**src/rtl/jk_bank_arbiter_if.sv**
```systemverilog
`default_nettype none
// ============================================================================
// Module      : jk_bank_arbiter_if
// Description : Requester-side bundle for jk_bank_arbiter. It carries the two
//               command channels (valid/op/idx/ready) and the shared
//               completion signals (done/rdata/err/busy).
// Revision    : 1.0 - initial release
// ============================================================================
interface jk_bank_arbiter_if #(
    parameter int IDX_W = 3
);
    logic             req_valid_a;
    logic [1:0]       req_op_a;
    logic [IDX_W-1:0] req_idx_a;
    logic             req_ready_a;
    logic             req_valid_b;
    logic [1:0]       req_op_b;
    logic [IDX_W-1:0] req_idx_b;
    logic             req_ready_b;
    logic             done_a;
    logic             done_b;
    logic             rdata;
    logic             err;
    logic             busy;

    // Requester side: issues commands and observes completion.
    modport master (
        output req_valid_a, req_op_a, req_idx_a,
        output req_valid_b, req_op_b, req_idx_b,
        input  req_ready_a, req_ready_b,
        input  done_a, done_b, rdata, err, busy
    );

    // Arbiter side.
    modport slave (
        input  req_valid_a, req_op_a, req_idx_a,
        input  req_valid_b, req_op_b, req_idx_b,
        output req_ready_a, req_ready_b,
        output done_a, done_b, rdata, err, busy
    );
endinterface
`default_nettype wire

```
**src/rtl/jk_bank_arbiter.sv**
```systemverilog
`default_nettype none
// ============================================================================
// Module      : jk_bank_arbiter
// Description : Two-port round-robin command arbiter that pulses j/k into one
//               flip-flop of a JK bank, then samples and returns its new q.
//               Fixed sequence IDLE -> ISSUE -> SAMPLE -> DONE -> IDLE.
// Revision    : 1.0 - initial release
// ============================================================================
module jk_bank_arbiter #(
    parameter int WIDTH = 8,
    parameter int IDX_W = 3
) (
    input  wire logic             clk,
    input  wire logic             reset_n,
    jk_bank_arbiter_if.slave      bus,
    output logic [WIDTH-1:0]      j,
    output logic [WIDTH-1:0]      k,
    input  wire logic [WIDTH-1:0] q
);

    typedef enum logic [1:0] {
        S_IDLE   = 2'd0,
        S_ISSUE  = 2'd1,
        S_SAMPLE = 2'd2,
        S_DONE   = 2'd3
    } state_t;

    localparam logic             GRANT_A = 1'b0;
    localparam logic             GRANT_B = 1'b1;
    localparam logic [IDX_W:0]   LIMIT   = (IDX_W+1)'(WIDTH);

    state_t             state_q;
    logic               last_grant_q;
    logic               src_q;
    logic [IDX_W-1:0]   idx_q;
    logic               err_flag_q;
    logic [WIDTH-1:0]   j_q;
    logic [WIDTH-1:0]   k_q;
    logic               done_a_q;
    logic               done_b_q;
    logic               rdata_q;
    logic               err_q;
    logic               busy_q;

    logic               win_a;
    logic               win_b;
    logic               accept;
    logic [1:0]         in_op;
    logic [IDX_W-1:0]   in_idx;
    logic               in_range;
    logic [WIDTH-1:0]   onehot;
    logic               q_sel;

    // Winner selection: a lone requester wins; on conflict the one not
    // granted most recently wins.
    always_comb begin
        win_a    = bus.req_valid_a && (!bus.req_valid_b || (last_grant_q == GRANT_B));
        win_b    = bus.req_valid_b && (!bus.req_valid_a || (last_grant_q == GRANT_A));
        accept   = (state_q == S_IDLE) && (win_a || win_b);
        in_op    = win_b ? bus.req_op_b  : bus.req_op_a;
        in_idx   = win_b ? bus.req_idx_b : bus.req_idx_a;
        in_range = ({1'b0, in_idx} < LIMIT);
    end

    // Decode the incoming index to a one-hot bank select (zero if out of range)
    // and pick the latched bit of q for the read-back.
    always_comb begin
        onehot = '0;
        q_sel  = 1'b0;
        for (int i = 0; i < WIDTH; i++) begin
            if (in_idx == IDX_W'(i)) onehot[i] = 1'b1;
            if (idx_q  == IDX_W'(i)) q_sel     = q[i];
        end
    end

    // Command sequencer with registered bank drives and responses.
    always_ff @(posedge clk or negedge reset_n) begin
        if (!reset_n) begin
            state_q      <= S_IDLE;
            last_grant_q <= GRANT_B;
            src_q        <= GRANT_A;
            idx_q        <= '0;
            err_flag_q   <= 1'b0;
            j_q          <= '0;
            k_q          <= '0;
            done_a_q     <= 1'b0;
            done_b_q     <= 1'b0;
            rdata_q      <= 1'b0;
            err_q        <= 1'b0;
            busy_q       <= 1'b0;
        end else begin
            case (state_q)
                S_IDLE: begin
                    if (accept) begin
                        src_q        <= win_b;
                        last_grant_q <= win_b;
                        idx_q        <= in_idx;
                        err_flag_q   <= !in_range;
                        j_q          <= onehot & {WIDTH{in_op[1]}};
                        k_q          <= onehot & {WIDTH{in_op[0]}};
                        busy_q       <= 1'b1;
                        state_q      <= S_ISSUE;
                    end
                end
                S_ISSUE: begin
                    // The bank captures the pulse on this closing edge.
                    j_q     <= '0;
                    k_q     <= '0;
                    state_q <= S_SAMPLE;
                end
                S_SAMPLE: begin
                    rdata_q  <= err_flag_q ? 1'b0 : q_sel;
                    err_q    <= err_flag_q;
                    done_a_q <= (src_q == GRANT_A);
                    done_b_q <= (src_q == GRANT_B);
                    state_q  <= S_DONE;
                end
                S_DONE: begin
                    rdata_q  <= 1'b0;
                    err_q    <= 1'b0;
                    done_a_q <= 1'b0;
                    done_b_q <= 1'b0;
                    busy_q   <= 1'b0;
                    state_q  <= S_IDLE;
                end
                default: state_q <= S_IDLE;
            endcase
        end
    end

    assign bus.req_ready_a = (state_q == S_IDLE) && win_a;
    assign bus.req_ready_b = (state_q == S_IDLE) && win_b;
    assign bus.done_a      = done_a_q;
    assign bus.done_b      = done_b_q;
    assign bus.rdata       = rdata_q;
    assign bus.err         = err_q;
    assign bus.busy        = busy_q;
    assign j               = j_q;
    assign k               = k_q;

endmodule
`default_nettype wire

```
**src/flat_wrapper.sv**
```systemverilog
// flat-port wrapper written by rule: the top's interface ports become plain ports
module jk_bank_arbiter_flat 
#(
    parameter int WIDTH = 8,
    parameter int IDX_W = 3
)
  (clk, reset_n, j, k, q, bus_req_valid_a, bus_req_op_a, bus_req_idx_a, bus_req_valid_b, bus_req_op_b, bus_req_idx_b, bus_req_ready_a, bus_req_ready_b, bus_done_a, bus_done_b, bus_rdata, bus_err, bus_busy);
  jk_bank_arbiter_if #(.IDX_W(IDX_W)) bus_i ();
  input  wire logic clk;
  input  wire logic reset_n;
  output logic [WIDTH-1:0] j;
  output logic [WIDTH-1:0] k;
  input  wire logic [WIDTH-1:0] q;
  input wire logic [$bits(bus_i.req_valid_a)-1:0] bus_req_valid_a;
  input wire logic [$bits(bus_i.req_op_a)-1:0] bus_req_op_a;
  input wire logic [$bits(bus_i.req_idx_a)-1:0] bus_req_idx_a;
  input wire logic [$bits(bus_i.req_valid_b)-1:0] bus_req_valid_b;
  input wire logic [$bits(bus_i.req_op_b)-1:0] bus_req_op_b;
  input wire logic [$bits(bus_i.req_idx_b)-1:0] bus_req_idx_b;
  output wire logic [$bits(bus_i.req_ready_a)-1:0] bus_req_ready_a;
  output wire logic [$bits(bus_i.req_ready_b)-1:0] bus_req_ready_b;
  output wire logic [$bits(bus_i.done_a)-1:0] bus_done_a;
  output wire logic [$bits(bus_i.done_b)-1:0] bus_done_b;
  output wire logic [$bits(bus_i.rdata)-1:0] bus_rdata;
  output wire logic [$bits(bus_i.err)-1:0] bus_err;
  output wire logic [$bits(bus_i.busy)-1:0] bus_busy;
  assign bus_i.req_valid_a = bus_req_valid_a;
  assign bus_i.req_op_a = bus_req_op_a;
  assign bus_i.req_idx_a = bus_req_idx_a;
  assign bus_i.req_valid_b = bus_req_valid_b;
  assign bus_i.req_op_b = bus_req_op_b;
  assign bus_i.req_idx_b = bus_req_idx_b;
  assign bus_req_ready_a = bus_i.req_ready_a;
  assign bus_req_ready_b = bus_i.req_ready_b;
  assign bus_done_a = bus_i.done_a;
  assign bus_done_b = bus_i.done_b;
  assign bus_rdata = bus_i.rdata;
  assign bus_err = bus_i.err;
  assign bus_busy = bus_i.busy;
  jk_bank_arbiter #(.WIDTH(WIDTH), .IDX_W(IDX_W)) u_core (.clk(clk), .reset_n(reset_n), .bus(bus_i), .j(j), .k(k), .q(q));
endmodule
```
**config.mk**
```make
export PLATFORM = sky130hd
export DESIGN_NAME = jk_bank_arbiter_flat
export DESIGN_NICKNAME = d
export VERILOG_FILES = /design/src/rtl/jk_bank_arbiter_if.sv /design/src/rtl/jk_bank_arbiter.sv /design/src/flat_wrapper.sv
export SDC_FILE = /design/constraint.sdc
export NUM_CORES = 1
export LEC_CHECK = 0
export ABC_CLOCK_PERIOD_IN_PS = 4500
export CAP_MARGIN = 20
export CORE_MARGIN = 2
export CORE_UTILIZATION = 50
export CTS_BUF_LIST = sky130_fd_sc_hd__clkbuf_4 sky130_fd_sc_hd__clkbuf_8 sky130_fd_sc_hd__clkbuf_16
export CTS_CLUSTER_DIAMETER = 60
export DETAILED_ROUTE_END_ITERATION = 12
export DONT_BUFFER_PORTS = 1
export PLACE_DENSITY_LB_ADDON = 0.3
export SETUP_SLACK_MARGIN = 0.5
export SLEW_MARGIN = 20
export SYNTH_ARGS = -nofsm -noshare
export SYNTH_HDL_FRONTEND = slang
export SYNTH_SLANG_ARGS = --single-unit
export TNS_END_PERCENT = 100
```
**constraint.sdc**
```tcl
create_clock -name clk -period 4.5 [get_ports clk]
set_input_delay 0.675 -clock clk [delete_from_list [all_inputs] [get_ports clk]]
set_output_delay 0.675 -clock clk [all_outputs]
set_load 0.01 [all_outputs]
```
==> impl_metrics.csv <==
group,metric,value,unit
clocking,cts_resized,0,
grt,grt_pass1_wl,4.947,mm
run_status,status,"finished, final reports clean",
place,dp.cells,155,
logic_synthesis,synth_warnings,0,
setup_path,crit_start,"u_core.state_q[0]",
clocking,tritoncts,"built",
logic_synthesis,async_flop_share,1.000,
power_and_ir_drop,combinationalPowerShare,0.378,
route,wl_per_cell,19.88,um
clocking,clock-sinks,27,
logic_synthesis,synth_area,1471,um2
timing,fmax,0.4464,GHz
cells_and_area,mostFrequentLayoutCell,"dfrtp_1",
setup_path,rr_startpoint,"u_core.state_q[0]",
grt,met1_usage,0.2602,
place,numPortBuffers,0,
power_and_ir_drop,p_seq_frac,0.488,
clocking,postCtsSetupRepairBufs,0,
cells_and_area,num-fill-cells,248,
route,avgViaCountPerCell,6.613,
route,drtAntennaViolNets,0,
power_and_ir_drop,p_leak,0.6424,nW
power_and_ir_drop,intPower,0.4632,mW
timing,min_period,2.240,ns
cells_and_area,nets,157,
setup_path,worstSetupPathType,"reg2reg",
cells_and_area,area_growth,2.636,%
floorplan,num_io_pins,45,
logic_synthesis,synthFlopType,"dfrtp_1",
setup_path,arrival,2.46,ns
setup_path,crit_required,4.72,ns
cells_and_area,drive_gt1_frac,0.1628,
timing,worst_slack,2.260,ns
setup_path,reg2reg_slack,2.26,ns
setup_path,crit_path_end_kind,"flip-flop",
power_and_ir_drop,peakVddDrop,0.0002903,V
power_and_ir_drop,power.switching,0.3203,mW
place,dpl.hpwl,2.313,mm
logic_synthesis,yosysTopAreaCellShare,0.4422,
route,drt_pre_antenna_iters,4,
setup_path,r2r-end,"u_core.k[4]",
power_and_ir_drop,p_per_area,518.8,nW/um2
logic_synthesis,synth_nets,158,
floorplan,rows,19,
logic_synthesis,synth_edf_count,0,
timing,tightest_slew,0.9990,ns
logic_synthesis,syn_avg_cell_area,11.23,um2
place,dp_worst_setup_slack,2.255,ns
clocking,clk_path_buf_depth,2,
setup_path,critPathLaunchType,"flip-flop",
power_and_ir_drop,pwr-share-clk,0.134,
floorplan,coreArea,2781,um2
grt,grt_pass1_vias,1029,
floorplan,die_x,58.25,um
logic_synthesis,synthTopCellsByArea,"dfrtp_1, o21ai_0, mux2i_1",
timing,skew,0.002132,ns
grt,grt.met2_usage,0.3149,
timing,maxSlewHeadroom,0.3311,
logic_synthesis,yosysTopAreaCell,"dfrtp_1",
route,vias,1058,
setup_path,cp_max_fo,20,
clocking,clkTransAtPathRegs,0.14,ns
grt,grt_usage,0.1933,
clocking,htreeDepth,1,
setup_path,ff2ff_path_depth,5,
timing,fin_tns_setup,0,ns
grt,gr-usage-met3,0.05357,
logic_synthesis,synth_cell_type_count,31,
timing,rsz0062_at_grt,"no",
floorplan,die_area,3392,um2
floorplan,die_h,58.25,um
floorplan,start_util,0.5290,
grt,grt-ovfl-total,0,
logic_synthesis,netlist_instances,131,
timing,setup_viol,0,
timing,final_hold_viol_count,0,
clocking,cts_buffers,3,
logic_synthesis,synth-seq-area-share,0.4600,
timing,slew_viol_final,0,
cells_and_area,layout_common_cells,"dfrtp_1, o21ai_0, nand2_1, o31ai_1, mux2i_1",
logic_synthesis,ys_seq_elements,27,
route,first_iter_violations,55,
run,max_cap_viol_count,0,
place,gp_congestion,0.7798,
grt,antenna_found_initial,0,
clocking,clkLatencyLatePin,0.32,ns
cells_and_area,diodes,0,
grt,grt_max_degree,28,
route,post-route-drc-count,0,
route,finalWirelength,3.181,mm
timing,fin_crit_sh,0.4978,
grt,grt-busiest-layer,"met2",
power_and_ir_drop,netSwitchingFraction,0.4088,
clocking,root_buffer,"clkbuf_4",
hold_path,hp-class,"in2async",
setup_path,worstSetupEndpoint,"u_core.k[4]",
cells_and_area,final_cells,160,
==> metal layers <==
layer | up-vias | part of all wire
li1 | 484 | -
met1 | 537 | 0.44
met2 | 33 | 0.48
met3 | 4 | 0.070
met4 | 0 | 0.0063
met5 | - | 0
==> state kept, by name, summed over array words and instances (netlist names) <==
register and cells:
u_core.bus.busy 1, u_core.bus.done_a 1, u_core.bus.done_b 1, u_core.bus.rdata 1, u_core.idx_q 3, u_core.j 8, u_core.k 8, u_core.last_grant_q 1
u_core.src_q 1, u_core.state_q 2
==> final cells by class <==
type                       count  area, um2  share of cell area
clock buffer                   3      22.52             0.01491
multi-input combinational     93      732.0              0.4847
clock inverter                 1      5.005            0.003314
sequential                    27      676.9              0.4482
inverter                       4      15.01            0.009942
tap                           31      38.79             0.02568
timing repair buffer           1      20.02             0.01326
==> metrics by stage <==
stage               area, um2  total power, mW  hold WS, ns    util
detailed placement       1463           0.6771       0.3800  0.5259
floorplan                1471           0.6295       0.3794       -
global placement         1463           0.6590       0.3801  0.5259
CTS                      1490           0.7792      0.01384  0.5358
finish                   1510           0.7834       0.1339  0.5430
global route             1510           0.8438       0.1331  0.5430
==> logic make-up after synthesis <==
family / count (synthesis) / share of synthesized area
muxes: 17 / 0.1437
adders and majority gates: 5 / 0.04252
AOI/OAI and AO/OA: 44 / 0.2100
buffers and inverters: 11 / 0.04592
and+or+nand+nor: 26 / 0.09524
DFF: 27 / 0.4600
other: 1 / 0.002549
==> power groups by stage <==
stage               combinational (mW)  clock [mW]  sequential, mW
floorplan                        0.256           0           0.374
global placement                 0.274           0           0.385
detailed placement               0.288           0           0.389
CTS                              0.289       0.106           0.383
global route                     0.334       0.115           0.394
finish                           0.296       0.105           0.382
==> worst max-delay path, stage by stage (launching register included) <==
cell and delay, ns:
dfrtp_1 0.43, inv_1 0.13, ha_1 0.29, nor3b_2 0.85, o21ai_0 0.29, o41ai_1 0.13
==> synthesized netlist by cell type (all sizes together) (2+ instances only) <==
| cell | number |
|---|---|
| o41ai | 8 |
| nor2 | 4 |
| ha | 5 |
| mux4 | 2 |
| mux2i | 8 |
| o31ai | 8 |
| nor3b | 5 |
| mux2 | 7 |
| nand2 | 9 |
| inv | 4 |
| a21oi | 4 |
| nand3b | 4 |
| clkbuf | 3 |
| dfrtp | 26 |
| buf | 4 |
| o21ai | 20 |
==> worst min-delay path by stage <==
stage | endpoint | startpoint | cells past startpoint
floorplan | u_core.bus.busy | reset_n | 0
global placement | u_core.k[5] | reset_n | 0
detailed placement | u_core.k[7] | reset_n | 0
CTS | u_core.k[5] | reset_n | 0
global route | u_core.k[5] | reset_n | 1
finish | u_core.k[5] | reset_n | 1
==> timing repair <==
item | CTS | global route
endpoints found under the setup margin | 0 | 0
hold buffers | 0 | 1
endpoints found under the hold margin | 0 | 26
No activity file was read; power rests on OpenSTA's default activity.
